File: config.mk
export PLATFORM = sky130hd
export DESIGN_NAME = cu_multicycle_flat
export DESIGN_NICKNAME = d
export VERILOG_FILES = /design/src/rtl/cu_multicycle_pkg.sv /design/src/rtl/cu_multicycle_if.sv /design/src/rtl/cu_multicycle_alu.sv /design/src/rtl/cu_multicycle.sv /design/src/flat_wrapper.sv
export SDC_FILE = /design/constraint.sdc
export NUM_CORES = 1
export LEC_CHECK = 0
export CAP_MARGIN = 20
export CELL_PAD_IN_SITES_DETAIL_PLACEMENT = 1
export CELL_PAD_IN_SITES_GLOBAL_PLACEMENT = 1
export CORE_ASPECT_RATIO = 1.5
export CORE_MARGIN = 2
export CORE_UTILIZATION = 40
export CTS_BUF_LIST = sky130_fd_sc_hd__clkbuf_8 sky130_fd_sc_hd__clkbuf_16
export DETAILED_ROUTE_END_ITERATION = 8
export HOLD_SLACK_MARGIN = 0.06
export MAX_ROUTING_LAYER = met4
export PLACE_DENSITY = 0.8
export REMOVE_ABC_BUFFERS = 1
export SYNTH_ARGS = -nofsm -noshare
export SYNTH_HDL_FRONTEND = slang
export SYNTH_HIERARCHICAL = 1
export SYNTH_SLANG_ARGS = --single-unit
File: constraint.sdc
create_clock -name clk -period 11.3 [get_ports clk]
set_input_delay 1.13 -clock clk [delete_from_list [all_inputs] [get_ports clk]]
set_output_delay 1.13 -clock clk [all_outputs]
set_load 0.005 [all_outputs]
File: src/rtl/cu_multicycle_pkg.sv
// ----------------------------------------------------------------------------
// cu_multicycle_pkg
// Shared definitions for the multi-cycle control unit: opcode and FSM state
// enumerations plus helpers that locate each instruction field.
// Instruction layout (MSB..LSB): {op[3:0], imm_sel, rd[RA], ra[RA], b_fld[WIDTH]}
// ----------------------------------------------------------------------------
package cu_multicycle_pkg;

    typedef enum logic [3:0] {
        OP_NOP = 4'd0,
        OP_ADD = 4'd1,
        OP_SUB = 4'd2,
        OP_INC = 4'd3,
        OP_DEC = 4'd4,
        OP_AND = 4'd5,
        OP_OR  = 4'd6,
        OP_NOT = 4'd7,
        OP_XOR = 4'd8,
        OP_SHL = 4'd9,
        OP_SHR = 4'd10,
        OP_LDI = 4'd11
    } op_e;

    typedef enum logic [1:0] {
        S_IDLE = 2'd0,
        S_EXEC = 2'd1,
        S_WB   = 2'd2
    } state_e;

    function automatic int unsigned instr_w(int unsigned width, int unsigned ra);
        return 5 + 2 * ra + width;
    endfunction

    function automatic int unsigned ra_lsb(int unsigned width);
        return width;
    endfunction

    function automatic int unsigned rd_lsb(int unsigned width, int unsigned ra);
        return width + ra;
    endfunction

    function automatic int unsigned imm_pos(int unsigned width, int unsigned ra);
        return width + 2 * ra;
    endfunction

    function automatic int unsigned op_lsb(int unsigned width, int unsigned ra);
        return width + 2 * ra + 1;
    endfunction

endpackage

File: src/rtl/cu_multicycle_if.sv
// ----------------------------------------------------------------------------
// cu_multicycle_if
// Instruction/result handshake bundle plus the debug register-read port.
//   instr_valid/instr_ready/instruction  : instruction source -> unit
//   result_valid/result_ready/result     : unit -> result sink
//   flag_zero/flag_carry/flag_illegal    : flags accompanying result
//   dbg_addr/dbg_data                    : combinational register peek
// master = source/sink side, slave = control unit side.
// ----------------------------------------------------------------------------
interface cu_multicycle_if
    import cu_multicycle_pkg::*;
#(
    parameter int unsigned WIDTH = 8,
    parameter int unsigned NREG  = 4
);
    localparam int unsigned RA      = $clog2(NREG);
    localparam int unsigned INSTR_W = instr_w(WIDTH, RA);

    logic               instr_valid;
    logic               instr_ready;
    logic [INSTR_W-1:0] instruction;
    logic               result_valid;
    logic               result_ready;
    logic [WIDTH-1:0]   result;
    logic               flag_zero;
    logic               flag_carry;
    logic               flag_illegal;
    logic [RA-1:0]      dbg_addr;
    logic [WIDTH-1:0]   dbg_data;

    modport master (
        output instr_valid, instruction, result_ready, dbg_addr,
        input  instr_ready, result_valid, result,
               flag_zero, flag_carry, flag_illegal, dbg_data
    );

    modport slave (
        input  instr_valid, instruction, result_ready, dbg_addr,
        output instr_ready, result_valid, result,
               flag_zero, flag_carry, flag_illegal, dbg_data
    );

endinterface

File: src/rtl/cu_multicycle_alu.sv
// ----------------------------------------------------------------------------
// cu_multicycle_alu
// Combinational ALU for the control unit.
//   op_i      : opcode
//   a_i, b_i  : operands
//   result_o  : result modulo 2^WIDTH
//   carry_o   : carry (ADD/INC/SHL), borrow (SUB/DEC), shifted-out bit (SHR)
//   illegal_o : opcode outside the defined set (result and carry forced 0)
// ----------------------------------------------------------------------------
module cu_multicycle_alu
    import cu_multicycle_pkg::*;
#(
    parameter int unsigned WIDTH = 8
) (
    input  logic [3:0]       op_i,
    input  logic [WIDTH-1:0] a_i,
    input  logic [WIDTH-1:0] b_i,
    output logic [WIDTH-1:0] result_o,
    output logic             carry_o,
    output logic             illegal_o
);

    // Every op is evaluated one bit wider; the top bit is the carry/borrow.
    logic [WIDTH:0] wide;

    always_comb begin
        wide      = '0;
        illegal_o = 1'b0;
        case (op_i)
            OP_NOP: wide = '0;
            OP_ADD: wide = {1'b0, a_i} + {1'b0, b_i};
            OP_SUB: wide = {1'b0, a_i} - {1'b0, b_i};
            OP_INC: wide = {1'b0, a_i} + (WIDTH+1)'(1);
            OP_DEC: wide = {1'b0, a_i} - (WIDTH+1)'(1);
            OP_AND: wide = {1'b0, a_i & b_i};
            OP_OR:  wide = {1'b0, a_i | b_i};
            OP_NOT: wide = {1'b0, ~a_i};
            OP_XOR: wide = {1'b0, a_i ^ b_i};
            OP_SHL: wide = {a_i, 1'b0};
            // Shifted-out LSB is parked in the carry position.
            OP_SHR: wide = {a_i[0], 1'b0, a_i[WIDTH-1:1]};
            OP_LDI: wide = {1'b0, b_i};
            default: illegal_o = 1'b1;
        endcase
    end

    assign result_o = wide[WIDTH-1:0];
    assign carry_o  = wide[WIDTH];

endmodule

File: src/rtl/cu_multicycle.sv
// ----------------------------------------------------------------------------
// cu_multicycle
// Multi-cycle control unit: accepts one instruction in IDLE, executes it in
// EXEC (register read, ALU, write-back into reg[rd]) and presents the result
// and flags in WB until the sink accepts.
//   clk, rst : rising-edge clock, synchronous active-high reset
//   bus      : cu_multicycle_if.slave (instruction/result handshakes, debug read)
// ----------------------------------------------------------------------------
module cu_multicycle
    import cu_multicycle_pkg::*;
#(
    parameter int unsigned WIDTH = 8,
    parameter int unsigned NREG  = 4
) (
    input  logic           clk,
    input  logic           rst,
    cu_multicycle_if.slave bus
);

    localparam int unsigned RA      = $clog2(NREG);
    localparam int unsigned INSTR_W = instr_w(WIDTH, RA);
    localparam int unsigned RA_LSB  = ra_lsb(WIDTH);
    localparam int unsigned RD_LSB  = rd_lsb(WIDTH, RA);
    localparam int unsigned IMM_POS = imm_pos(WIDTH, RA);
    localparam int unsigned OP_LSB  = op_lsb(WIDTH, RA);

    state_e             state_q, state_d;
    logic [INSTR_W-1:0] instr_q;
    logic [WIDTH-1:0]   regs_q [NREG];
    logic [WIDTH-1:0]   result_q;
    logic               zero_q, carry_q, illegal_q;

    logic [3:0]         op;
    logic               imm_sel;
    logic [RA-1:0]      rd, ra;
    logic [WIDTH-1:0]   b_fld, opa, opb;
    logic [WIDTH-1:0]   alu_res;
    logic               alu_carry, alu_illegal;
    logic               wr_en;

    assign op      = instr_q[OP_LSB +: 4];
    assign imm_sel = instr_q[IMM_POS];
    assign rd      = instr_q[RD_LSB +: RA];
    assign ra      = instr_q[RA_LSB +: RA];
    assign b_fld   = instr_q[WIDTH-1:0];

    assign opa = regs_q[ra];
    assign opb = imm_sel ? b_fld : regs_q[b_fld[RA-1:0]];

    cu_multicycle_alu #(.WIDTH(WIDTH)) u_alu (
        .op_i      (op),
        .a_i       (opa),
        .b_i       (opb),
        .result_o  (alu_res),
        .carry_o   (alu_carry),
        .illegal_o (alu_illegal)
    );

    assign wr_en = (state_q == S_EXEC) && (op != OP_NOP) && !alu_illegal;

    always_comb begin
        state_d = state_q;
        case (state_q)
            S_IDLE:  if (bus.instr_valid) state_d = S_EXEC;
            S_EXEC:  state_d = S_WB;
            S_WB:    if (bus.result_ready) state_d = S_IDLE;
            default: state_d = S_IDLE;
        endcase
    end

    always_ff @(posedge clk) begin
        if (rst) begin
            state_q   <= S_IDLE;
            instr_q   <= '0;
            result_q  <= '0;
            zero_q    <= 1'b0;
            carry_q   <= 1'b0;
            illegal_q <= 1'b0;
            for (int unsigned i = 0; i < NREG; i++) begin
                regs_q[i] <= '0;
            end
        end else begin
            state_q <= state_d;
            if (state_q == S_IDLE && bus.instr_valid) begin
                instr_q <= bus.instruction;
            end
            // Operands are combinational reads of regs_q, so rd==ra still
            // computes with the pre-write value.
            if (state_q == S_EXEC) begin
                result_q  <= alu_res;
                zero_q    <= (alu_res == '0) && !alu_illegal;
                carry_q   <= alu_carry;
                illegal_q <= alu_illegal;
            end
            if (wr_en) begin
                regs_q[rd] <= alu_res;
            end
        end
    end

    assign bus.instr_ready  = (state_q == S_IDLE);
    assign bus.result_valid = (state_q == S_WB);
    assign bus.result       = result_q;
    assign bus.flag_zero    = zero_q;
    assign bus.flag_carry   = carry_q;
    assign bus.flag_illegal = illegal_q;
    assign bus.dbg_data     = regs_q[bus.dbg_addr];

endmodule
File: src/flat_wrapper.sv
// flat-port wrapper written by rule: the top's interface ports become plain ports
module cu_multicycle_flat import cu_multicycle_pkg::*;
#(
    parameter int unsigned WIDTH = 8,
    parameter int unsigned NREG  = 4
)
  (clk, rst, bus_instr_valid, bus_instruction, bus_result_ready, bus_dbg_addr, bus_instr_ready, bus_result_valid, bus_result, bus_flag_zero, bus_flag_carry, bus_flag_illegal, bus_dbg_data);
  cu_multicycle_if #(.WIDTH(WIDTH), .NREG(NREG)) bus_i ();
  input  logic clk;
  input  logic rst;
  input wire logic [$bits(bus_i.instr_valid)-1:0] bus_instr_valid;
  input wire logic [$bits(bus_i.instruction)-1:0] bus_instruction;
  input wire logic [$bits(bus_i.result_ready)-1:0] bus_result_ready;
  input wire logic [$bits(bus_i.dbg_addr)-1:0] bus_dbg_addr;
  output wire logic [$bits(bus_i.instr_ready)-1:0] bus_instr_ready;
  output wire logic [$bits(bus_i.result_valid)-1:0] bus_result_valid;
  output wire logic [$bits(bus_i.result)-1:0] bus_result;
  output wire logic [$bits(bus_i.flag_zero)-1:0] bus_flag_zero;
  output wire logic [$bits(bus_i.flag_carry)-1:0] bus_flag_carry;
  output wire logic [$bits(bus_i.flag_illegal)-1:0] bus_flag_illegal;
  output wire logic [$bits(bus_i.dbg_data)-1:0] bus_dbg_data;
  assign bus_i.instr_valid = bus_instr_valid;
  assign bus_i.instruction = bus_instruction;
  assign bus_i.result_ready = bus_result_ready;
  assign bus_i.dbg_addr = bus_dbg_addr;
  assign bus_instr_ready = bus_i.instr_ready;
  assign bus_result_valid = bus_i.result_valid;
  assign bus_result = bus_i.result;
  assign bus_flag_zero = bus_i.flag_zero;
  assign bus_flag_carry = bus_i.flag_carry;
  assign bus_flag_illegal = bus_i.flag_illegal;
  assign bus_dbg_data = bus_i.dbg_data;
  cu_multicycle #(.WIDTH(WIDTH), .NREG(NREG)) u_core (.clk(clk), .rst(rst), .bus(bus_i));
endmodule
---- Word level (Yosys, flattened, before mapping) ----
Memories as Yosys holds them, arrays and structs flattened. A register that Yosys moved wholly into a read port is not among the register bits.
Index checks and enable logic that the tools add are counted.
word-level totals
  bits in latches ......................... 0
  bits in writable memories ............... 32
  logic and storage cells ................. 59
  output and inout bits ................... 21
  register bits after elaboration ......... 30
  memories kept ........................... 1
  bits of input ports ..................... 23
  ROM bits ................................ 0
memory list
  memory         depth  width  read ports  clocked after memory_dff  wr ports  line                 text
  u_core.regs_q  4      8      3           2                         4         cu_multicycle.sv:29  logic [WIDTH-1:0] regs_q [NREG];
cells by class
  equality and inequality tests ........... 15
  bitwise logic cells ..................... 4
  mux-type cells .......................... 18
  shifts and indexed selects .............. 0
  order comparisons ....................... 0
  div/mod/pow operators ................... 0
  multiply operators ...................... 0
  reductions and logical operators ........ 11
  $add $sub $neg .......................... 4
operators by type and width
  cell                   count
  $pmux W9 S11           1
  $eq A4 B3 Y1 const B   4
  $eq A4 B4 Y1 const B   4
  $mux W8                2
  $mux W2                7
  $reduce_or A12 Y1      1
  $add A8 B1 Y9 const B  1
  $add A8 B8 Y9          1
  $sub A8 B1 Y9 const B  1
  $sub A8 B8 Y9          1
  $and A8 B8 Y8          1
  $eq A4 B2 Y1 const B   2
  $logic_not A8 Y1       1
  $not A8 Y8             1
  $or A8 B8 Y8           1
  $reduce_or A8 Y1       1
  $xor A8 B8 Y8          1
  $mux W1                7
  $pmux W2 S3            1
  $eq A4 B1 Y1 const B   1
  $logic_and A1 B1 Y1    4
  $logic_not A4 Y1       1
  $ne A2 B2 Y1 const B   2
  $reduce_bool A4 Y1     1
  4 further kinds        4

---- Longest topological paths before layout ----
Gate-level depths: netlist of the first run.
  depth in word-level cells ............... 8
  depth in mapped cells ................... 19
  mapped depth without buffers ............ 17

---- Hierarchy ----
The synthesis of the first run kept the hierarchy.
by module, submodules not included
  module             cells an instance  area an instance (um2)  times used  sequential area each (um2)
  cu_multicycle      269                3091.7                  1           1641.6
  cu_multicycle_alu  220                1525.2                  1           0.0

---- Worst setup path before layout of the first run ----
OpenSTA, ideal clock, no wires.
  kind .................................... register to register
  start ................................... register u_core.instr_q[12]
  end ..................................... memory u_core.regs_q[2][7], data pin
  arrival ................................. 3404 ps
  period minus slack after synthesis ...... 3549 ps
  cell stages (with the launch flop) ...... 16
  path buffers ............................ 1
  setup time .............................. 145 ps
  slack ................................... 7751 ps
  data required time ...................... 11155 ps
  cell sequence ........................... dfxtp_1 clkbuf_1 nor2_1 a221oi_1 inv_1 ha_1 o21a_1 inv_1 ha_1 nor2b_4 o31a_1 or2_1 a2111o_1 o211ai_1 nand2b_1 nor2_1
RTL lines
  item                    line                 text
  from (decl)             cu_multicycle.sv:28  logic [INSTR_W-1:0] instr_q;
  from (signal assigned)  cu_multicycle.sv:85  instr_q <= bus.instruction;
  to (decl)               cu_multicycle.sv:29

==> results.md, run 1 <==
* Critical path data required time at 11480 ps
* Pwr dens at 151 nW/um^2
* Dominant combinational cell family by area after synthesis: simple AND/OR/NAND/NOR gates
* Total count of max-transition violations in the final report at 0
* Number of flops mapped to enable cells by yosys at 32
* Final cell count without fillers at 675
* Top cells by area, synth: edfxtp_1 21%, dfxtp_1 15%, mux2i_1 8.0%
* Synth Area in Adders at 7.48%
* Final worst setup slack at 6470 ps
* Synth Register Bits at 66
* Count of clock tree sinks at 66
* Total inserted antenna cells at 0
* Initial cell density of the core at 40.5%
* Share of layout cells above drive strength 1 at 9.14%
* Placeable core region at 11400 um^2
* Crit end category: register
* Total die area at 12400 um^2
* Final hold vios at 0
* HPWL Detailed at 10700 um
* Count of final setup violators at 0
* Hold-fix buffer count after cts at 0
* Post-synthesis share of cell area spent on and, or, nand and nor gates at 18.9%
* Sum of negative setup slack at 0 ps
* Number of top-level design ports at 44
* DRC violation total after the first TritonRoute iteration at 180
* Port Buf Inserts at 43
* Top-count cell post-synth: nor2_1
* Least-Margin Pin Slew at 1270 ps
* Minimum clock period at 4830 ps
* Maximum number of pins on one net before global-route repair at 44
* Residual overflow from global routing at 0
* Total standard cell area after synthesis at 4620 um^2
* Global placer's final weighted congestion at 0.918
* Synth area leader: edfxtp_1
* Horiz. Die Dim at 91.7 um
* Count of yosys warnings during synthesis at 6
* Chip Height at 136 um
* Clock Tree Root: clkbuf_16
* Latest clock arrival within the worst-skew pair at 330 ps
* Share of synthesized area occupied by flip-flops and latches at 35.6%
* Area of the multi-input gates at 2730 um^2
* Setup slack at placement at 6540 ps
* Clock Pin Slew Worst Setup and Hold Paths at 50 ps
* Worst hold slack at 451 ps
* Post-cts sizing count at 0
* Largest vdd supply drop at 0.125 mV
* Unrepaired setup endpoints after global routing: false
* Setup Skew at 4.76 ps
* Compound-Gate Fraction of Synth Area at 14.6%
* Category of the critical setup timing path: reg -> reg
* Post-DR wirelength/cell at 20.8 um
* Final period util at 42.7%
* Total wire length after detailed routing at 14100 um
* Footprint of the flip-flops and latches at 1640 um^2
* Type of origin of the critical path: register
* Achievable Freq at 0.207 GHz
* NumNets Final at 570
* Via count of the first global-routing pass at 4167
* Total number of vias at 3878
* Total placed cells including tap cells at 659
* Clock tree from TritonCTS: done
* Top-area cell type share of the netlist area at 20.8%
* H-tree levels at 3
* Max-cap violations at 0
* Minimum setup slack among reg-to-reg paths at 6470 ps
* Wire length of the first global-routing pass at 22300 um
* Fill cell total of the finished layout at 1294
* Post-route antenna net violation count at 0
* Min-delay worst type: reg -> reg
* Number of setup buffers added after CTS at 0
* DRC errors left at 0
* Post-Syn Instances at 489
* Async set-or-reset flop fraction in the synthesized netlist at 0%
* Slew headroom at 15.5%
* Worst Path Arrival at 5010 ps
* LEAKAGE at 0.00199 uW
* Total global routing track utilization at 24.0%
* Commonest cells in the synthesized netlist: 73 x nor2_1, 37 x mux2i_1, 35 x nand2_1, 34 x dfxtp_1, 32 x edfxtp_1
* Xor and xnor fraction of the mapped netlist area at 2.25%
* Routed vias/inst at 5.75
* Number of antenna violations at the first check in global routing at 0
* Number of buffers inserted during clock tree synthesis at 9
* Status: complete, no violations
* Post-synthesis cell type count at 61
* Number of placement rows at 48
* Total iterations of the first detailed-routing run at 5
* Clk buf depth at 2
* Synth-to-Final Area Change at 17.8%
* Critical path fanouts, max at 24
* Most common flop cell mapped by yosys: dfxtp_1
* Mean post-synth cell area at 9.44 um^2
* Mux cell area share after synthesis at 15.8%
critical path: stages, from the launching register on:
cell	delay, ps
dfxtp_1	920
mux2i_1	160
a221oi_1	1010
inv_1	190
nand2_1	210
nor2_1	80
xnor2_1	180
o21ai_0	240
ha_1	320
a21o_1	230
a21o_1	190
a2111o_1	380
o211ai_1	200
nand2b_1	190
nor2_1	150
cells by family after synthesis:
group / count (synthesis)
xor+xnor: 11
fa+ha+maj: 27
mux: 53
buf+inv: 58
simple gates: 173
flops: 66
compound gates: 101
state kept, by name, summed over array words and instances, names as in the netlist, named ones only:
name	flops
u_core/bus.flag_zero	1
u_core/bus.flag_illegal	1
u_core/bus.flag_carry	1
u_core/regs_q	32
u_core/bus.result	8
u_core/state_q	2
u_core/instr_q	17
cell usage in the layout (no fill, tap or decap), types with 3 or more instances in the layout:
master / netlist / routed
nor3_1: 6 / 6
inv_1: 30 / 31
xnor2_1: 9 / 9
nor2b_1: 16 / 16
a32oi_1: 3 / 3
buf_4: 3 / 5
edfxtp_1: 32 / 32
ha_1: 26 / 26
a31oi_1: 4 / 4
o221ai_1: 3 / 3
a221oi_1: 8 / 8
a21oi_1: 20 / 20
nand2_1: 35 / 35
nand3b_1: 3 / 3
a22oi_1: 4 / 4
mux4_2: 16 / 16
o22ai_1: 3 / 3
o21ai_0: 26 / 26
o211ai_1: 3 / 3
o21a_1: 6 / 6
mux2i_1: 37 / 37
clkbuf_16: 0 / 9
a211oi_1: 8 / 8
nand2b_1: 18 / 18
nand3_1: 3 / 3
clkdlybuf4s50_1: 0 / 43
dfxtp_1: 34 / 34
nor2_1: 73 / 73
final timing paths:
path | from | end | depth (start not counted)
setup reg to reg | register | u_core/regs_q[0][7] | 14
setup / recovery | register | u_core/regs_q[0][7] | 14
hold / removal | u_core/bus.result[7] | u_core/bus.result[7] | 2
hold reg to reg | u_core/bus.result[7] | u_core/bus.result[7] | 2
metrics by stage:
step | utilization (%) | power [uW] | cell area [um^2]
after detailed placement | 45.0 | 549 | 5140
after global placement | 45.0 | 537 | 5140
after global routing | 47.7 | 864 | 5440
after floorplan | - | 458 | 4480
final | 47.7 | 822 | 5440
after CTS | 47.7 | 826 | 5440
area by class of cell:
| type | count | share of cell area, % |
|---|---|---|
| multi-input cells | 365 | 50.2 |
| clock inverters | 6 | 1.08 |
| flip-flops and latches | 66 | 30.2 |
| well taps | 150 | 3.45 |
| clock buffers | 10 | 4.39 |
| inverters | 30 | 2.07 |
| repair buffers | 48 | 8.61 |
power by group:
group,internal [uW],leakage [uW],switching [uW]
Clock,175,0.000146,97.6
Combinational,112,0.00123,158
Sequential,265,0.000610,15.2
per-layer routing:
layer	wire, um	up-vias	track usage [%]
met5	0	-	-
met4	457	0	11.1
met3	271	26	3.73
met2	7810	66	44.4
met1	5510	1968	24.8
li1	-	1818	-
Note: power is estimated with default switching activity, not from simulation.
==> inputs of run 2 (changes only) <==
Clock period 11.3 ns to 4.5 ns, I/O delays scaled along.
==> run 2 against run 1 <==
Via count is 2.1% higher. Global-route usage is 0.33 points higher. Sequential share of layout area is 0.45 points lower. Combinational power grew to 2.6 times the previous value. Count of clock-buffer cells in the layout is 1 lower. Clock skew is 1.3 ps higher. Design area is 1.5% higher. Critical path type unchanged. Critical endpoint unchanged. Largest power group is now combinational logic.
==> results.md, run 2 (synthesized netlist as in run 1, its figures left out) <==
* Worst Path Arrival at 4250 ps
* Number of placement rows at 48
* Minimum setup slack among reg-to-reg paths at 430 ps
* Launch instance of the worst register-to-register path: u_core/instr_q[12]
* Commonest cells after routing, fill and taps aside: 73 x nor2_1, 43 x clkdlybuf4s50_1, 37 x mux2i_1
* Clk buf depth at 2
* Unrepaired setup endpoints after global routing: false
* Total die area at 12400 um^2
* Critical path data required time at 4680 ps
* Total global routing track utilization at 24.3%
* Routed vias/inst at 5.77
* H-tree levels at 3
* Sw Pwr at 688 uW
* Clock Pin Slew Worst Setup and Hold Paths at 60 ps
* Clock tree from TritonCTS: done
* Number of flip-flops under the largest register name at 32
* Minimum clock period at 4070 ps
* LEAKAGE at 0.00205 uW
* Largest register by flop count: u_core/regs_q
* Total count of max-transition violations in the final report at 0
* Pwr dens at 375 nW/um^2
* Horiz. Die Dim at 91.7 um
* Sum of negative setup slack at 0 ps
* Post-cts sizing count at 0
* Wire length of the first global-routing pass at 22600 um
* Final hold vios at 0
* Crit end category: register
* Count of clock tree sinks at 66
* Type of origin of the critical path: register
* Cells on worst reg2reg path at 16
* Number of setup buffers added after CTS at 0
* Number of buffers inserted during clock tree synthesis at 9
* Internal portion of total power at 1380 uW
* HPWL Detailed at 11000 um
* Global placer's final weighted congestion at 0.954
* Maximum number of pins on one net before global-route repair at 33
* Clock Tree Root: clkbuf_16
* Critical path capture point: u_core/regs_q[0][7]
* Post-DR wirelength/cell at 20.9 um
* Total inserted antenna cells at 0
* NumNets Final at 581
* Total wire length after detailed routing at 14300 um
* Sequential Power Share at 33.6%
* Share of layout cells above drive strength 1 at 11.2%
* Hold-fix buffer count after cts at 0
* Chip Height at 136 um
* Achievable Freq at 0.246 GHz
* DRC violation total after the first TritonRoute iteration at 156
* Portion of total power attributed to the clock network at 32.3%
* Slew headroom at 38.1%
* Finished Cell Area at 5520 um^2
* Status: complete, no violations
* Gate power share at 34.1%
* Total iterations of the first detailed-routing run at 4
* Total number of vias at 3959
* Endpoint of the lowest-slack register-to-register path: u_core/regs_q[0][7]
* Placeable core region at 11400 um^2
* Final period util at 90.4%
* Category of the critical setup timing path: reg -> reg
* Post-route antenna net violation count at 0
* Max-cap violations at 0
* Setup Skew at 6.08 ps
* Commonest non-fill, non-tap cell in the layout: nor2_1
* Synth-to-Final Area Change at 19.6%
* Count of final setup violators at 0
* Port Buf Inserts at 43
* Crit path from: u_core/instr_q[12]
* Number of top-level design ports at 44
* Post-DP Area at 5220 um^2
* Latest clock arrival within the worst-skew pair at 330 ps
* Switching Fraction at 33.2%
* Largest vdd supply drop at 0.340 mV
* Min-delay worst type: reg -> reg
* Cells on Worst Hold Path at 2
* DRC errors left at 0
* Critical path fanouts, max at 11
* Initial cell density of the core at 40.5%
* Least-Margin Pin Slew at 918 ps
* Residual overflow from global routing at 0
* Via count of the first global-routing pass at 4283
* Fill cell total of the finished layout at 1331
* Number of antenna violations at the first check in global routing at 0
* Fraction of the core area covered by cells at the end of the flow at 48.4%
[run 2: metrics by stage]
step                instances  hold slack (ps)  setup WS (ps)  power, uW
CTS                       686              462            176       2080
global placement          670              447            312       1370
finish                    686              462            431       2070
global route              686              486           49.8       2180
floorplan                 461              447            622       1150
detailed placement        670              450            203       1400
[run 2: worst min path at each step]
stage / from / end / slack, ps
6_report: u_core/bus.flag_carry / u_core/bus.flag_carry / 460
5_1_grt: u_core/bus.result[0] / u_core/bus.result[0] / 490
4_1_cts: u_core/bus.flag_carry / u_core/bus.flag_carry / 460
3_5_place_dp: u_core/bus.result[6] / u_core/bus.result[6] / 450
3_3_place_gp: u_core/bus.result[5] / u_core/bus.result[5] / 450
2_1_floorplan: u_core/bus.flag_carry / u_core/bus.flag_carry / 450
[run 2: cell type report]
| type | count | area, um^2 | share of cell area (%) |
|---|---|---|---|
| flip-flops and latches | 66 | 1640 | 29.7 |
| inverters | 30 | 113 | 2.04 |
| clock buffers | 9 | 225 | 4.08 |
| repair buffers | 59 | 551 | 9.97 |
| multi-input cells | 365 | 2740 | 49.7 |
| well taps | 150 | 188 | 3.40 |
| clock inverters | 7 | 61.3 | 1.11 |
[run 2: per-layer routing]
metal | vias to the layer above | wire length, um | GRT usage [%]
li1 | 1846 | - | -
met1 | 2005 | 5590 | 25.4
met2 | 76 | 7930 | 44.6
met3 | 32 | 299 | 3.28
met4 | 0 | 519 | 12.0
met5 | - | 0 | -
[run 2: power by group through the flow]
| stage | clock [uW] | sequential [uW] | combinational, uW |
|---|---|---|---|
| floorplan | 0 | 709 | 442 |
| global placement | 0 | 705 | 663 |
| detailed placement | 0 | 708 | 692 |
| CTS | 686 | 696 | 698 |
| global route | 708 | 701 | 770 |
| finish | 669 | 697 | 706 |
[run 2: worst max-delay path: stages (launching register included)]
cell	delay [ps]
dfxtp_1	420
nand2b_1	330
a211oi_1	300
a221oi_1	90
buf_4	200
inv_1	90
ha_1	210
nor3b_2	330
nand3_1	140
xnor2_1	140
o21ai_0	220
ha_1	320
and3_1	230
a2111o_1	410
o211ai_1	190
nand2b_1	170
nor2_1	130
